**config.mk**
```make
export PLATFORM = sky130hd
export DESIGN_NAME = sreg_readout
export DESIGN_NICKNAME = d
export VERILOG_FILES = /design/src/rtl/sreg_readout_pkg.sv /design/src/rtl/sreg_readout_down_counter.sv /design/src/rtl/sreg_readout.sv
export SDC_FILE = /design/constraint.sdc
export NUM_CORES = 1
export LEC_CHECK = 0
export CAP_MARGIN = 20
export CELL_PAD_IN_SITES_DETAIL_PLACEMENT = 1
export CELL_PAD_IN_SITES_GLOBAL_PLACEMENT = 1
export CORE_ASPECT_RATIO = 1.5
export CORE_UTILIZATION = 34
export CTS_CLUSTER_SIZE = 8
export DETAILED_ROUTE_END_ITERATION = 8
export PLACE_DENSITY_LB_ADDON = 0.1
export SLEW_MARGIN = 20
export SYNTH_ARGS = -nofsm -noshare
export SYNTH_HDL_FRONTEND = slang
export SYNTH_SLANG_ARGS = --single-unit
```
**constraint.sdc**
```tcl
create_clock -name clk -period 2.2 [get_ports clk]
set_clock_uncertainty 0.1 [all_clocks]
set_input_delay 0.33 -clock clk [delete_from_list [all_inputs] [get_ports clk]]
set_output_delay 0.33 -clock clk [all_outputs]
set_load 0.01 [all_outputs]
```
**src/rtl/sreg_readout_pkg.sv**
```systemverilog
// Shared definitions for the SRAM readback path: FSM state encoding,
// default geometry and a counter-width helper.
package sreg_readout_pkg;

    typedef enum logic [1:0] {
        ST_IDLE  = 2'd0,
        ST_WAIT  = 2'd1,
        ST_SHIFT = 2'd2,
        ST_DONE  = 2'd3
    } state_e;

    localparam int unsigned DEF_WIDTH   = 32'd8;
    localparam int unsigned DEF_OE_WAIT = 32'd2;
    // Wide enough for OE_WAIT-1 over the whole legal OE_WAIT range 1..15.
    localparam int unsigned WCNT_W      = 32'd4;

    function automatic int unsigned cnt_width(input int unsigned n);
        return (n > 32'd1) ? $clog2(n) : 32'd1;
    endfunction

endpackage

```
**src/rtl/sreg_readout_down_counter.sv**
```systemverilog
// Loadable down counter with a zero flag; used for the OE wait time and
// the bit count of the readback shifter.
module down_counter #(
    parameter int unsigned W = 32'd4
) (
    input  logic         clk,
    input  logic         reset,
    input  logic         load_i,
    input  logic [W-1:0] load_val_i,
    input  logic         dec_i,
    output logic [W-1:0] count_o,
    output logic         zero_o
);

    localparam logic [W-1:0] ONE  = W'(1);
    localparam logic [W-1:0] ZERO = {W{1'b0}};

    logic [W-1:0] cnt_q;
    logic [W-1:0] cnt_d;

    // Next count: load wins over decrement; decrement saturates at zero.
    always_comb begin
        cnt_d = cnt_q;
        if (load_i) begin
            cnt_d = load_val_i;
        end else if (dec_i && (cnt_q != ZERO)) begin
            cnt_d = cnt_q - ONE;
        end else begin
            cnt_d = cnt_q;
        end
    end

    // Count register.
    always_ff @(posedge clk or posedge reset) begin
        if (reset) begin
            cnt_q <= ZERO;
        end else begin
            cnt_q <= cnt_d;
        end
    end

    assign count_o = cnt_q;
    assign zero_o  = (cnt_q == ZERO);

endmodule

```
**src/rtl/sreg_readout.sv**
```systemverilog
// SRAM-to-AVR readback: fetch the addressed byte with a timed OE window,
// then shift it out MSB-first and pulse addr_inc for streaming reads.
module sreg_readout
    import sreg_readout_pkg::*;
#(
    parameter int unsigned WIDTH   = DEF_WIDTH,
    parameter int unsigned OE_WAIT = DEF_OE_WAIT
) (
    input  logic             clk,
    input  logic             reset,
    input  logic             load,
    input  logic             en_n,
    input  logic [WIDTH-1:0] sram_data,
    output logic             sram_oe_n,
    output logic             so,
    output logic             busy,
    output logic             done,
    output logic             addr_inc,
    output logic [7:0]       debug
);

    localparam int unsigned       BW         = cnt_width(WIDTH);
    localparam logic [WCNT_W-1:0] WAIT_LOAD  = WCNT_W'(OE_WAIT - 32'd1);
    localparam logic [BW-1:0]     BITS_LOAD  = BW'(WIDTH - 32'd1);

    state_e           state_q;
    state_e           state_d;
    logic [WIDTH-1:0] shreg_q;
    logic [WIDTH-1:0] shreg_d;
    logic             oe_n_q;
    logic             oe_n_d;

    logic              accept_s;
    logic              wload_s;
    logic              wdec_s;
    logic              wzero_s;
    logic [WCNT_W-1:0] wcnt_s;
    logic              wcnt_unused_s;
    logic              bload_s;
    logic              bdec_s;
    logic              bzero_s;
    logic [BW-1:0]     bcnt_s;
    logic [2:0]        bcnt_dbg_s;

    assign accept_s      = load && !en_n;
    assign wcnt_unused_s = ^wcnt_s;

    down_counter #(.W(WCNT_W)) u_wcnt (
        .clk        (clk),
        .reset      (reset),
        .load_i     (wload_s),
        .load_val_i (WAIT_LOAD),
        .dec_i      (wdec_s),
        .count_o    (wcnt_s),
        .zero_o     (wzero_s)
    );

    down_counter #(.W(BW)) u_bcnt (
        .clk        (clk),
        .reset      (reset),
        .load_i     (bload_s),
        .load_val_i (BITS_LOAD),
        .dec_i      (bdec_s),
        .count_o    (bcnt_s),
        .zero_o     (bzero_s)
    );

    // Next-state, shifter and counter control; WAIT deliberately ignores en_n.
    always_comb begin
        state_d = state_q;
        shreg_d = shreg_q;
        oe_n_d  = oe_n_q;
        wload_s = 1'b0;
        wdec_s  = 1'b0;
        bload_s = 1'b0;
        bdec_s  = 1'b0;
        case (state_q)
            ST_IDLE, ST_DONE: begin
                if (accept_s) begin
                    state_d = ST_WAIT;
                    oe_n_d  = 1'b0;
                    wload_s = 1'b1;
                end else begin
                    state_d = ST_IDLE;
                end
            end
            ST_WAIT: begin
                if (wzero_s) begin
                    shreg_d = sram_data;
                    oe_n_d  = 1'b1;
                    bload_s = 1'b1;
                    state_d = ST_SHIFT;
                end else begin
                    wdec_s  = 1'b1;
                end
            end
            ST_SHIFT: begin
                if (en_n) begin
                    state_d = ST_SHIFT;
                end else if (!bzero_s) begin
                    shreg_d = shreg_q << 1;
                    bdec_s  = 1'b1;
                end else begin
                    state_d = ST_DONE;
                end
            end
            default: begin
                state_d = ST_IDLE;
                oe_n_d  = 1'b1;
            end
        endcase
    end

    // FSM, shifter and OE registers.
    always_ff @(posedge clk or posedge reset) begin
        if (reset) begin
            state_q <= ST_IDLE;
            shreg_q <= {WIDTH{1'b0}};
            oe_n_q  <= 1'b1;
        end else begin
            state_q <= state_d;
            shreg_q <= shreg_d;
            oe_n_q  <= oe_n_d;
        end
    end

    if (BW >= 32'd3) begin : g_dbg_trunc
        assign bcnt_dbg_s = bcnt_s[2:0];
    end else begin : g_dbg_pad
        assign bcnt_dbg_s = {{(3 - BW){1'b0}}, bcnt_s};
    end

    assign so        = shreg_q[WIDTH-1];
    assign busy      = (state_q == ST_WAIT) || (state_q == ST_SHIFT);
    assign done      = (state_q == ST_DONE);
    assign addr_inc  = (state_q == ST_DONE);
    assign sram_oe_n = oe_n_q;
    assign debug     = {state_q, bcnt_dbg_s, so, busy, sram_oe_n};

endmodule

```
Word-level counts from Yosys, hierarchy flattened
Cells that the tools add are included.

cells by class
  reduce and logical (&&, ||, !) cells = 18
  $add $sub $neg = 2
  equality and inequality tests = 8
  mux-type cells = 25

operators by type and width
  kind                 number
  $mux 8               3
  $pmux 8 s2           1
  $mux 1               12
  $mux 4               2
  $reduce_bool 2->1    4
  $mux 2               3
  $mux 3               2
  $ne 2x2->1 const B   3
  $pmux 2 s3           1
  $eq 2x2->1 const B   2
  $logic_not 4->1      1
  $reduce_and 4->1     1
  $reduce_bool 4->1    1
  $sub 4x1->4 const B  1
  $logic_and 1x1->1    3
  $logic_not 3->1      1
  $ne 3x3->1 const B   1
  $reduce_and 3->1     1
  $reduce_bool 3->1    1
  $sub 3x1->3 const B  1
  $eq 2x1->1 const B   1
  $logic_not 2->1      1
  $ne 2x1->1 const B   1
  $pmux 1 s2           1
  other kinds (4)      4

word-level totals
  bits of input ports = 12
  word-level logic and storage cells = 58
  register bits after elaboration = 18

Depth between registers and ports, before layout
  depth in word-level cells = 7
  depth in mapped cells = 8
  mapped depth without buffers = 6

By module
From an unflattened synthesis, not the netlist that was laid out.

second synthesis, totals
  cell total of the unflattened synthesis = 108
  area, all modules = 1166.1 sq um

by module, submodules not included
  module                  area an instance (sq um)  cells an instance  instances
  sreg_readout            710.7                     60                 1
  down_counter at u_wcnt  261.5                     28                 1
  down_counter at u_bcnt  193.9                     20                 1

Least setup slack after synthesis
No wires, ideal clock.

  path kind = register -> register
  start point = register u_wcnt.cnt_q[0] (netlist: u_wcnt.count_o[0])
  end point = register shreg_q[0]
  stages on the path, launching flop included = 9
  setup slack = 0.139 ns
  clock period less this slack = 2.061 ns
  arrival time = 1.835 ns
  data required time = 1.975 ns
  cells stage by stage = dfrtp_1 inv_1 ha_1 or3b_4 and2_4 buf_6 a21o_1 buf_6 mux2_4

between the ends
  word-level cells in the longest chain between the ends = 3

RTL lines
  what                               RTL line                         source
  start, declared                    sreg_readout_down_counter.sv:18  logic [W-1:0] cnt_q;
  start signal, assigned             sreg_readout_down_counter.sv:38  cnt_q <= cnt_d;
  $logic_not 4->1                    sreg_readout_down_counter.sv:43  assign zero_o = (cnt_q == ZERO);
  $ne 2x1->1 (no source line)        -
  $reduce_and 4->1 (no source line)  -
  end signal, assigned               sreg_readout.sv:118              shreg_q <= {WIDTH{1'b0}};
  end signal, assigned               sreg_readout.sv:122              shreg_q <= shreg_d;
  end, declared                      sreg_readout.sv:28               logic [WIDTH-1:0] shreg_q;

Every way passes these cells.
A chain may end at the register's enable or synchronous reset.

Final worst setup path
  start point = register u_wcnt.cnt_q[0] (netlist: u_wcnt.count_o[0])
  end point = register shreg_q[3]

Same word-level chain as after synthesis.

==> metrics.cfg <==
[worst_setup_path]
path_cells=inv_1 > ha_1 > or3b_4 > and2_4 > a21o_2 > mux2_4
ff2ff_path_depth=6
worst-endpoint-required_ns=2.24
critical_path.max_fanout=8
critPathBufInv=1
crit_path_end=shreg_q[3]$_DFFE_PP0P_
slowest_stage=dfrtp_1
crit_arrival_ns=2.15
cp_num_cells=6
cp_slowest_stage_delay_ns=0.42
r2r_end=shreg_q[3]$_DFFE_PP0P_
crit_type=flip-flop to flip-flop
r2r_start=u_wcnt.count_o[0]$_DFFE_PP0P_
worst_setup_path_end_kind=flip-flop
cp_top_family=simple AND/OR/NAND/NOR gates
worstSetupStartpoint=u_wcnt.count_o[0]$_DFFE_PP0P_
cp-start-kind=flip-flop
rrSetupSlack_ns=0.09

[synthesis]
syn_area_sq_um=1060
synth.avg_cell_area_sq_um=11.6
seq_area_frac_synth_pct=42.4
synth_edf_count=0
syn-instance-count=92
async_reset_ff_share_pct=100
synth_fp_nets=111
synth.ff_latch_count=18
ys.flop_type=dfrtp_1
synthDistinctLibCells=28
ys_warn_count=0

[power]
p_leak_nw=0.666
p_int_mw=1.32
p_seq_share_pct=30.0
clockPowerShare_pct=13.7
power_density_nw_per_um2=1440
p_total_mw=2.02
switchingPower_mw=0.696
p_comb_share_pct=56.3
swShare_pct=34.5
vdd_drop_max_mv=0.612

[grt]
grt_pass1_vias=774
grt_pass1_wl_mm=3.68
overflow=0
grtUsageTotal_pct=14.9
grt_max_degree=19
antenna_found_initial=0

[placed_design]
place.gp.congestion=0.776
post-place-ws_ns=0.0236
place_hpwl_mm=1.69
place_area_sq_um=1320
port_buffers=24

[sta]
tns_ns=0
setup_ws_ns=0.0904
rsz0062_at_grt=false
max_freq_ghz=0.474
final.min_clock_period_ns=2.11
slew_headroom_pct=52.2
finalSetupViolCount=0
period_share_pct=95.9
hold_violations=0
finalMaxSlewViolations=0
tightest_slew_ns=0.716

[clock_network]
clk_pin_slew_worst_paths_ns=0.08
clock_path_buffers=2
cts_tree=built
cts_buffers=3
clk_latency_ns=0.25
clock-sinks=18
root_buffer=clkbuf_8
cts_hold_buf=0
cts-htree-levels=1

[route]
vias=731
first_iter_violations=2
ant_nets=0
firstDrtPassIters=3
routedWlPerCell_um=13.8
drt-total-wl_mm=2.17
routed_via_density=4.66
drcViolationCount=0

[finish]
nets=138
antennaDiodeCount=0
syn2layout_area_growth_pct=31.1
fillers=337
drive_above_1_share_pct=24.6
layout_commonest_cell=clkdlybuf4s50_1
final_area_sq_um=1400
mostFrequentLayoutCells=22 x clkdlybuf4s50_1, 17 x dfrtp_1, 8 x mux2_2, 8 x mux2_4, 8 x inv_1

[floorplanning]
ios=25
die-area_sq_um=3360
die_w_um=47.7
dieHeight_um=70.5
initial_core_util_pct=36.2
core-area_sq_um=2940
row_count=24

[status]
status=completed

[job]
cap_violations=0

[hold_path]
hold_path_class=input pin to async pin

[how the worst min path moves through the flow]
| stage | slack (ns) | from | cells past startpoint | to |
|---|---|---|---|---|
| floorplan | 0.17 | reset | 1 | shreg_q[0]$_DFFE_PP0P_ |
| detailed placement | 0.39 | shreg_q[6]$_DFFE_PP0P_ | 1 | shreg_q[6]$_DFFE_PP0P_ |
| global route | 0.43 | shreg_q[2]$_DFFE_PP0P_ | 1 | shreg_q[2]$_DFFE_PP0P_ |
| CTS | 0.41 | shreg_q[6]$_DFFE_PP0P_ | 1 | shreg_q[6]$_DFFE_PP0P_ |
| finish | 0.39 | reset | 2 | shreg_q[2]$_DFFE_PP0P_ |
| global placement | 0.39 | shreg_q[1]$_DFFE_PP0P_ | 1 | shreg_q[1]$_DFFE_PP0P_ |
[routing by layer]
metal | vias to the layer above | wire length [um] | GRT usage (%) | share of wire, %
li1 | 351 | - | - | -
met1 | 367 | 922 | 19.5 | 43
met2 | 11 | 1180 | 24.5 | 54
met3 | 2 | 48 | 2.30 | 2.2
met4 | 0 | 21 | 4.63 | 0.97
met5 | - | 0 | 0 | 0
[cells by family (layout without fill, tap and decap cells)]
family | Yosys count | in the layout | share of synthesized area [%]
AO/OA/AOI/OAI | 6 | 6 | 3.53
XOR/XNOR | 5 | 5 | 4.11
adder cells (fa/ha/maj) | 7 | 7 | 8.23
buffers and inverters | 15 | 41 | 8.11
flip-flops | 18 | 18 | 42.4
multiplexers | 18 | 18 | 21.6
AND/OR/NAND/NOR | 23 | 23 | 12.0
[registers in the layout, summed over array words and instances, names as in the netlist]
signal / count
shreg_q: 8
u_wcnt.count_o: 4
state_q: 2
u_bcnt.count_o: 3
sram_oe_n: 1
[worst reg2reg max path: cells and delay by family, from the launching register on]
family / cells / cell delay [ns]
AO/OA/AOI/OAI: 1 / 0.29
adder cells (fa/ha/maj): 1 / 0.16
buffers and inverters: 1 / 0.10
flip-flops: 1 / 0.42
multiplexers: 1 / 0.33
AND/OR/NAND/NOR: 2 / 0.59
[metrics by stage]
| stage | utilization, % | instances | hold slack, ns |
|---|---|---|---|
| finish | 47.4 | 157 | 0.388 |
| global route | 47.4 | 157 | 0.428 |
| CTS | 46.7 | 155 | 0.414 |
| detailed placement | 44.9 | 151 | 0.392 |
| global placement | 44.9 | 151 | 0.389 |
| floorplan | - | 92 | 0.168 |
[cell usage after synthesis (2+ instances only)]
library cell	count	area share, %
buf_4	4	2.8
buf_6	2	2.1
dfrtp_1	17	40
ha_1	7	8.2
inv_1	8	2.8
mux2_2	8	8.5
mux2_4	8	11
mux2i_1	2	1.9
nand2_1	5	1.8
nand2b_1	3	1.8
nand3_1	3	1.4
nor2_1	5	1.8
o21ai_0	2	0.94
xnor2_1	2	1.6
xor2_1	3	2.5
[layout make-up]
type | count | area [sq um] | share of cell area, %
clock buffers | 4 | 55.1 | 3.94
flip-flops and latches | 18 | 452 | 32.3
repair buffers | 29 | 283 | 20.3
well taps | 39 | 48.8 | 3.49
multi-input cells | 59 | 528 | 37.8
inverters | 8 | 30.0 | 2.15
[power groups by stage]
stage | combinational (mW) | clock, mW | sequential, mW
floorplan | 0.799 | 0 | 0.611
global placement | 1.11 | 0 | 0.608
detailed placement | 1.14 | 0 | 0.615
CTS | 1.15 | 0.284 | 0.612
global route | 1.25 | 0.299 | 0.625
finish | 1.14 | 0.276 | 0.606
[what timing repair did]
action | in CTS | in global routing
gates resized for setup | 0 | 3
setup buffers | 0 | 2
setup endpoints to repair | 0 | 10
No activity file was read; power rests on OpenSTA's default activity.
